$ cat src/rtl/output_display.sv
// Hex display driver: latches a 16-bit word, scans it over 4 digits, mirrors PC LEDs.
// Optional macro OUTPUT_DISPLAY_GHOST_GUARD_EN blanks the first cycle of each slot.
module output_display #(
    parameter int SCAN_DIV       = 50000,
    parameter bit SEG_ACTIVE_LOW = 1'b1
) (
    input  logic        clk,
    input  logic        reset_cpu_n,
    input  logic [15:0] data_in,
    input  logic [7:0]  pc_in,
    input  logic        load,
    input  logic        blank,
    output logic [6:0]  seg,
    output logic        dp,
    output logic [3:0]  an,
    output logic [7:0]  led
);

    localparam int PW = (SCAN_DIV > 1) ? $clog2(SCAN_DIV) : 1;
    localparam logic [PW-1:0] P_LAST = PW'(SCAN_DIV - 1);
    localparam logic [6:0] SEG_OFF = SEG_ACTIVE_LOW ? 7'h7F : 7'h00;
    localparam logic DP_OFF = SEG_ACTIVE_LOW;

    logic [PW-1:0] presc;
    logic [1:0]    idx;
    logic [15:0]   latch;
    logic          loaded;

    logic [3:0] nib;
    logic [6:0] glyph;
    logic [6:0] seg_nxt;
    logic       dp_on;
    logic       dp_nxt;
    logic [3:0] an_nxt;

    // Prescaler, digit index and capture latch.
    always_ff @(posedge clk) begin
        if (!reset_cpu_n) begin
            presc  <= '0;
            idx    <= 2'd0;
            latch  <= 16'h0000;
            loaded <= 1'b0;
        end else begin
            if (presc == P_LAST) begin
                presc <= '0;
                idx   <= idx + 2'd1;
            end else begin
                presc <= presc + PW'(1);
            end
            if (load) begin
                latch  <= data_in;
                loaded <= 1'b1;
            end
        end
    end

    // Glyph, decimal point and anode selection for the current digit.
    always_comb begin
        nib    = latch[{idx, 2'b00} +: 4];
        glyph  = 7'h00;
        case (nib)
            4'h0: glyph = 7'h3F;
            4'h1: glyph = 7'h06;
            4'h2: glyph = 7'h5B;
            4'h3: glyph = 7'h4F;
            4'h4: glyph = 7'h66;
            4'h5: glyph = 7'h6D;
            4'h6: glyph = 7'h7D;
            4'h7: glyph = 7'h07;
            4'h8: glyph = 7'h7F;
            4'h9: glyph = 7'h6F;
            4'hA: glyph = 7'h77;
            4'hB: glyph = 7'h7C;
            4'hC: glyph = 7'h39;
            4'hD: glyph = 7'h5E;
            4'hE: glyph = 7'h79;
            4'hF: glyph = 7'h71;
            default: glyph = 7'h00;
        endcase
        seg_nxt = SEG_ACTIVE_LOW ? ~glyph : glyph;
        dp_on   = (idx == 2'd3) && !loaded;
        dp_nxt  = SEG_ACTIVE_LOW ? ~dp_on : dp_on;
        an_nxt  = ~(4'b0001 << idx);
        if (blank) begin
            an_nxt = 4'b1111;
        end
`ifdef OUTPUT_DISPLAY_GHOST_GUARD_EN
        // Dead cycle at slot start so the old glyph never shows on the new digit.
        if (presc == '0) begin
            an_nxt = 4'b1111;
        end
`else
`endif
    end

    // Output registers: one cycle behind index and latch.
    always_ff @(posedge clk) begin
        if (!reset_cpu_n) begin
            seg <= SEG_OFF;
            dp  <= DP_OFF;
            an  <= 4'b1111;
            led <= 8'h00;
        end else begin
            seg <= seg_nxt;
            dp  <= dp_nxt;
            an  <= an_nxt;
            led <= pc_in;
        end
    end

endmodule
$ cat config.mk
export PLATFORM = sky130hd
export DESIGN_NAME = output_display
export DESIGN_NICKNAME = d
export VERILOG_FILES = /design/src/rtl/output_display.sv
export SDC_FILE = /design/constraint.sdc
export NUM_CORES = 1
export LEC_CHECK = 0
export BUFFER_PORTS_ARGS = -buffer_cell sky130_fd_sc_hd__buf_4
export CAP_MARGIN = 20
export CORE_ASPECT_RATIO = 0.9
export CORE_UTILIZATION = 40
export CTS_CLUSTER_DIAMETER = 200
export DETAILED_ROUTE_END_ITERATION = 10
export MAX_ROUTING_LAYER = met4
export PLACE_DENSITY = 0.62
export SETUP_SLACK_MARGIN = 0.5
export SLEW_MARGIN = 25
export SYNTH_ARGS = -nofsm -noshare
export SYNTH_HDL_FRONTEND = slang
export SYNTH_SLANG_ARGS = --single-unit
export TNS_END_PERCENT = 1
$ cat constraint.sdc
create_clock -name clk -period 2.55 [get_ports clk]
set_clock_uncertainty 0.05 [all_clocks]
set_input_delay 0.3825 -clock clk [delete_from_list [all_inputs] [get_ports clk]]
set_output_delay 0.3825 -clock clk [all_outputs]
set_load 0.05 [all_outputs]
# Yosys cells after proc, flatten, opt, wreduce, memory -nomap -nowiden
# Memory sizes are Yosys's and may differ from the RTL's.
# Index checks and enable logic that the tools add are counted.
# classes
addsub	2
eq_ne	2
shifts	2
bitwise_logic	4
reduce_logical	4
# ops
operator	count
$add A16 B1 Y16 const B	1
$eq A16 B16 Y1 const B	1
$shiftx A16 B5 Y4	1
$not A7 Y7	1
$not A4 Y4	1
$reduce_or A2 Y1	2
$shl A1 B2 Y4 const A	1
$add A2 B1 Y2 const B	1
$eq A2 B2 Y1 const B	1
$not A1 Y1	2
$logic_and A1 B1 Y1	1
$logic_not A1 Y1	1
# word_totals
regBits	55
mem_bits_ro	112
in_bits	28
output_inout_bits	20
elab_cells	23
n_memories	1
# mem_list
name	depth	word_bits	rd	rd_ports_with_merged_regs	write_ports	line	rtl
(no name shown)	16	7	1	0	0	61	case (nib)

# Longest topological paths before layout
# depth
word_depth	3
depth_mapped	8
depth_no_buf	7

# Worst setup path before layout
# No wires, ideal clock.
# synth_timing
path_type	reg-to-reg
startpoint	register idx[0]
endpoint	register seg[5]
setup_ps	142
arrival_time_ps	1701
required_ps	2358
slack_ps	657
path_stages_with_launch	7
path_buffers	1
synth_period_minus_slack_ps	1893
cell_sequence	dfxtp_1 > buf_6 > mux4_2 > ha_1 > mux2_1 > nand2_1 > o311ai_1
# synth_via
elab_chain_cells	3
# synth_lines
element	line	rtl
start, declared	25	logic [1:0] idx;
start signal, assigned	46	idx <= idx + 2'd1;
$shiftx A16 B5 Y4	59	nib = latch[{idx, 2'b00} +: 4];
$mem_v2 Z16 W7	-	
$not A7 Y7	80	seg_nxt = SEG_ACTIVE_LOW ? ~glyph : glyph;
end signal, assigned	104	seg <= seg_nxt;
end, declared	13	output logic [6:0] seg,
# No other way between the ends.
# A chain may end at the register's enable or synchronous reset.

# Worst setup path after layout
# Same ends and word-level chain as after synthesis.

==> run metrics <==
status=finished clean; WP data arrival=2.05 ns; dominant synthesized flop cell=dfxtp_1; Period Utilization, post-route=75.7%; FF-to-FF setup slack=0.62 ns; Clock Power Share=36.9%; core area=5410 sq um; Hold Path Depth=2; most frequent cells in the layout=dfxtp_1 (54), buf_4 (47), mux2i_1 (20), nor2b_1 (18), nor2_1 (13); CTS Buffer Depth=2; Max FO, Critical Path=8; max-slew violations=0; endpoints failing hold=0; max-cap violations=0; Clk Latency, worst-skew pair=0.30 ns; drt pass-1 iters=4; sw frac=23.3%; commonest non-fill, non-tap cell in the layout=dfxtp_1; die span in y=74.0 um; WS Path Type=register to register; CTS Buf Count=5; Fmax achieved=0.518 GHz; vias in the first global route=1458; Mapped Area=2310 sq um; LEAKAGE=1.18 nW; Worst-path clk slew=0.10 ns; Async SR Flop Fraction=0%; Setup TNS=0 ns; Ant. Diodes=0; total die area=6070 sq um; Tot GR Track Use=15.5%; largest net degree at the start of global routing=41; Warnings, synthesis=0; endpoints failing setup=0; Sw Pwr=0.000419 W; initial antenna violation count=0; row count=25; Final Net Count=299; DR WL/cell=12.2 um; syn nets=258; DRC Markers=0; grt ovf=0; CTS root buf=clkbuf_8; Logic pwr share=12.4%; Seq/Total Area, Yosys=47.7%; TritonCTS Sinks=55; Post-Syn Area per Cell=10.5 sq um; Rel. slew slack=77.3%; DRT iter0 DRCs=77; fin area=2810 sq um; Synth top area share=47.7%; TritonCTS clock tree=built; RD Place Congestion=0.780; Ports=48; Vias/cell=4.71; part of the power in registers=50.7%; PortBufs=47; min Tclk post-route=1.93 ns; Worst Reg-to-Reg Cells=5; Power Density=640 nW/um^2; area leader, netlist=dfxtp_1; crit start category=register; RSZ-0062 raised after global routing=yes; first-pass GRT wire length=6.88 mm; VDD IR max=0.000351 V; Routed Antenna Nets=0; Post-DP HPWL=2.77 mm; Netlist cell types=35; Placed Area=2670 sq um; post-synthesis register bit count=55; Syn Inst Count=219; Synth area leaders=dfxtp_1 (48%), mux2i_1 (8.7%), ha_1 (6.0%); drt total wl=4.01 mm; Cell Int Power=0.00138 W; worst endpoint required time=2.67 ns; Setup Buffers After CTS=0; nature of the critical path endpoint=register; total number of vias=1544; Worst Hold Class=input pin to register; CTS H-tree lvls=2; number of enable flip-flop cells after synthesis=0; Die Wd=82.0 um; Initial Utilization=42.6%; P&R area growth vs syn=22.0%; layout cells sized above 1=23.4%; slew of the pin with the lowest slew margin=0.340 ns
==> metrics by stage <==
step | setup WS (ns) | utilization [%] | hold slack [ns] | instances | power (W)
after floorplan | 0.657 | - | 0.366 | 219 | 0.00108
after global placement | 0.477 | 49.3 | 0.375 | 320 | 0.00116
after detailed placement | 0.413 | 49.3 | 0.391 | 320 | 0.00116
after CTS | 0.548 | 51.9 | 0.222 | 328 | 0.00183
after global routing | 0.499 | 52.0 | 0.209 | 328 | 0.00189
final | 0.618 | 52.0 | 0.232 | 328 | 0.00180
==> power by group through the flow <==
stage / registers [W] / clock network [W] / logic, W
2_1_floorplan: 0.000994 / 0 / 0.0000897
3_3_place_gp: 0.000934 / 0 / 0.000222
3_5_place_dp: 0.000933 / 0 / 0.000225
4_1_cts: 0.000914 / 0.000690 / 0.000225
5_1_grt: 0.000917 / 0.000732 / 0.000242
6_report: 0.000913 / 0.000666 / 0.000223
==> metal layers <==
metal / vias up / wire length [um] / track usage, %
li1: 825 / - / -
met1: 674 / 2200 / 22.2
met4: 0 / 26 / 4.68
met5: - / 0 / -
met2: 43 / 1540 / 20.7
met3: 2 / 249 / 4.29
==> critical path, stage by stage, from the launching register on <==
cell	delay (ns)
dfxtp_4	0.43
mux4_2	0.59
ha_1	0.28
mux2_1	0.30
nand2_1	0.07
o311ai_1	0.09
==> kinds of logic (layout without fill, tap and decap cells) <==
group,count (synthesis),count (layout),share of synthesized area [%]
AO/OA/AOI/OAI,12,12,3.42
multiplexers,26,26,13.6
XOR/XNOR,13,13,4.94
buffers and inverters,18,60,3.96
flip-flops,55,55,47.7
AND/OR/NAND/NOR,84,84,20.4
adder cells (fa/ha/maj),11,11,5.97
==> synth_stat cells, drive strengths merged, types with 2 or more instances <==
cell     n
dfxtp   55
mux2i   20
nor2b   18
nor2    13
nand2   12
ha      11
xor2    11
and2    10
nand3   10
buf      7
clkbuf   6
inv      5
nand4    5
and3     4
mux4     4
and4     3
o21ai    3
a21oi    2
mux2     2
nand2b   2
nor4bb   2
o311ai   2
or3      2
xnor2    2
==> repair_timing <==
| action | 4_1_cts | 5_1_grt |
|---|---|---|
| endpoints found under the setup margin | 4 | 17 |
| gates resized for setup | 1 | 2 |
| hold buffers | 0 | 0 |
| cloned | 0 | 0 |
==> worst paths after layout <==
kind / start / to
min: pc_in[6] / led[6]
min reg2reg: loaded / dp
max: idx[0] / seg[5]
max reg2reg: idx[0] / seg[5]
==> state kept, by name (all words and copies together), names as in the netlist <==
name	flops
latch	16
presc	16
led	8
seg	7
an	4
idx	2
dp	1
loaded	1
==> final cells by class <==
type	count	area [sq um]
multi-input combinational	146	1120
inverter	5	18.8
fill	524	2600
timing repair buffer	47	353
tap	67	83.8
clock inverter	3	67.6
sequential	55	1100
clock buffer	5	68.8
(Power assumes the default switching activity.)
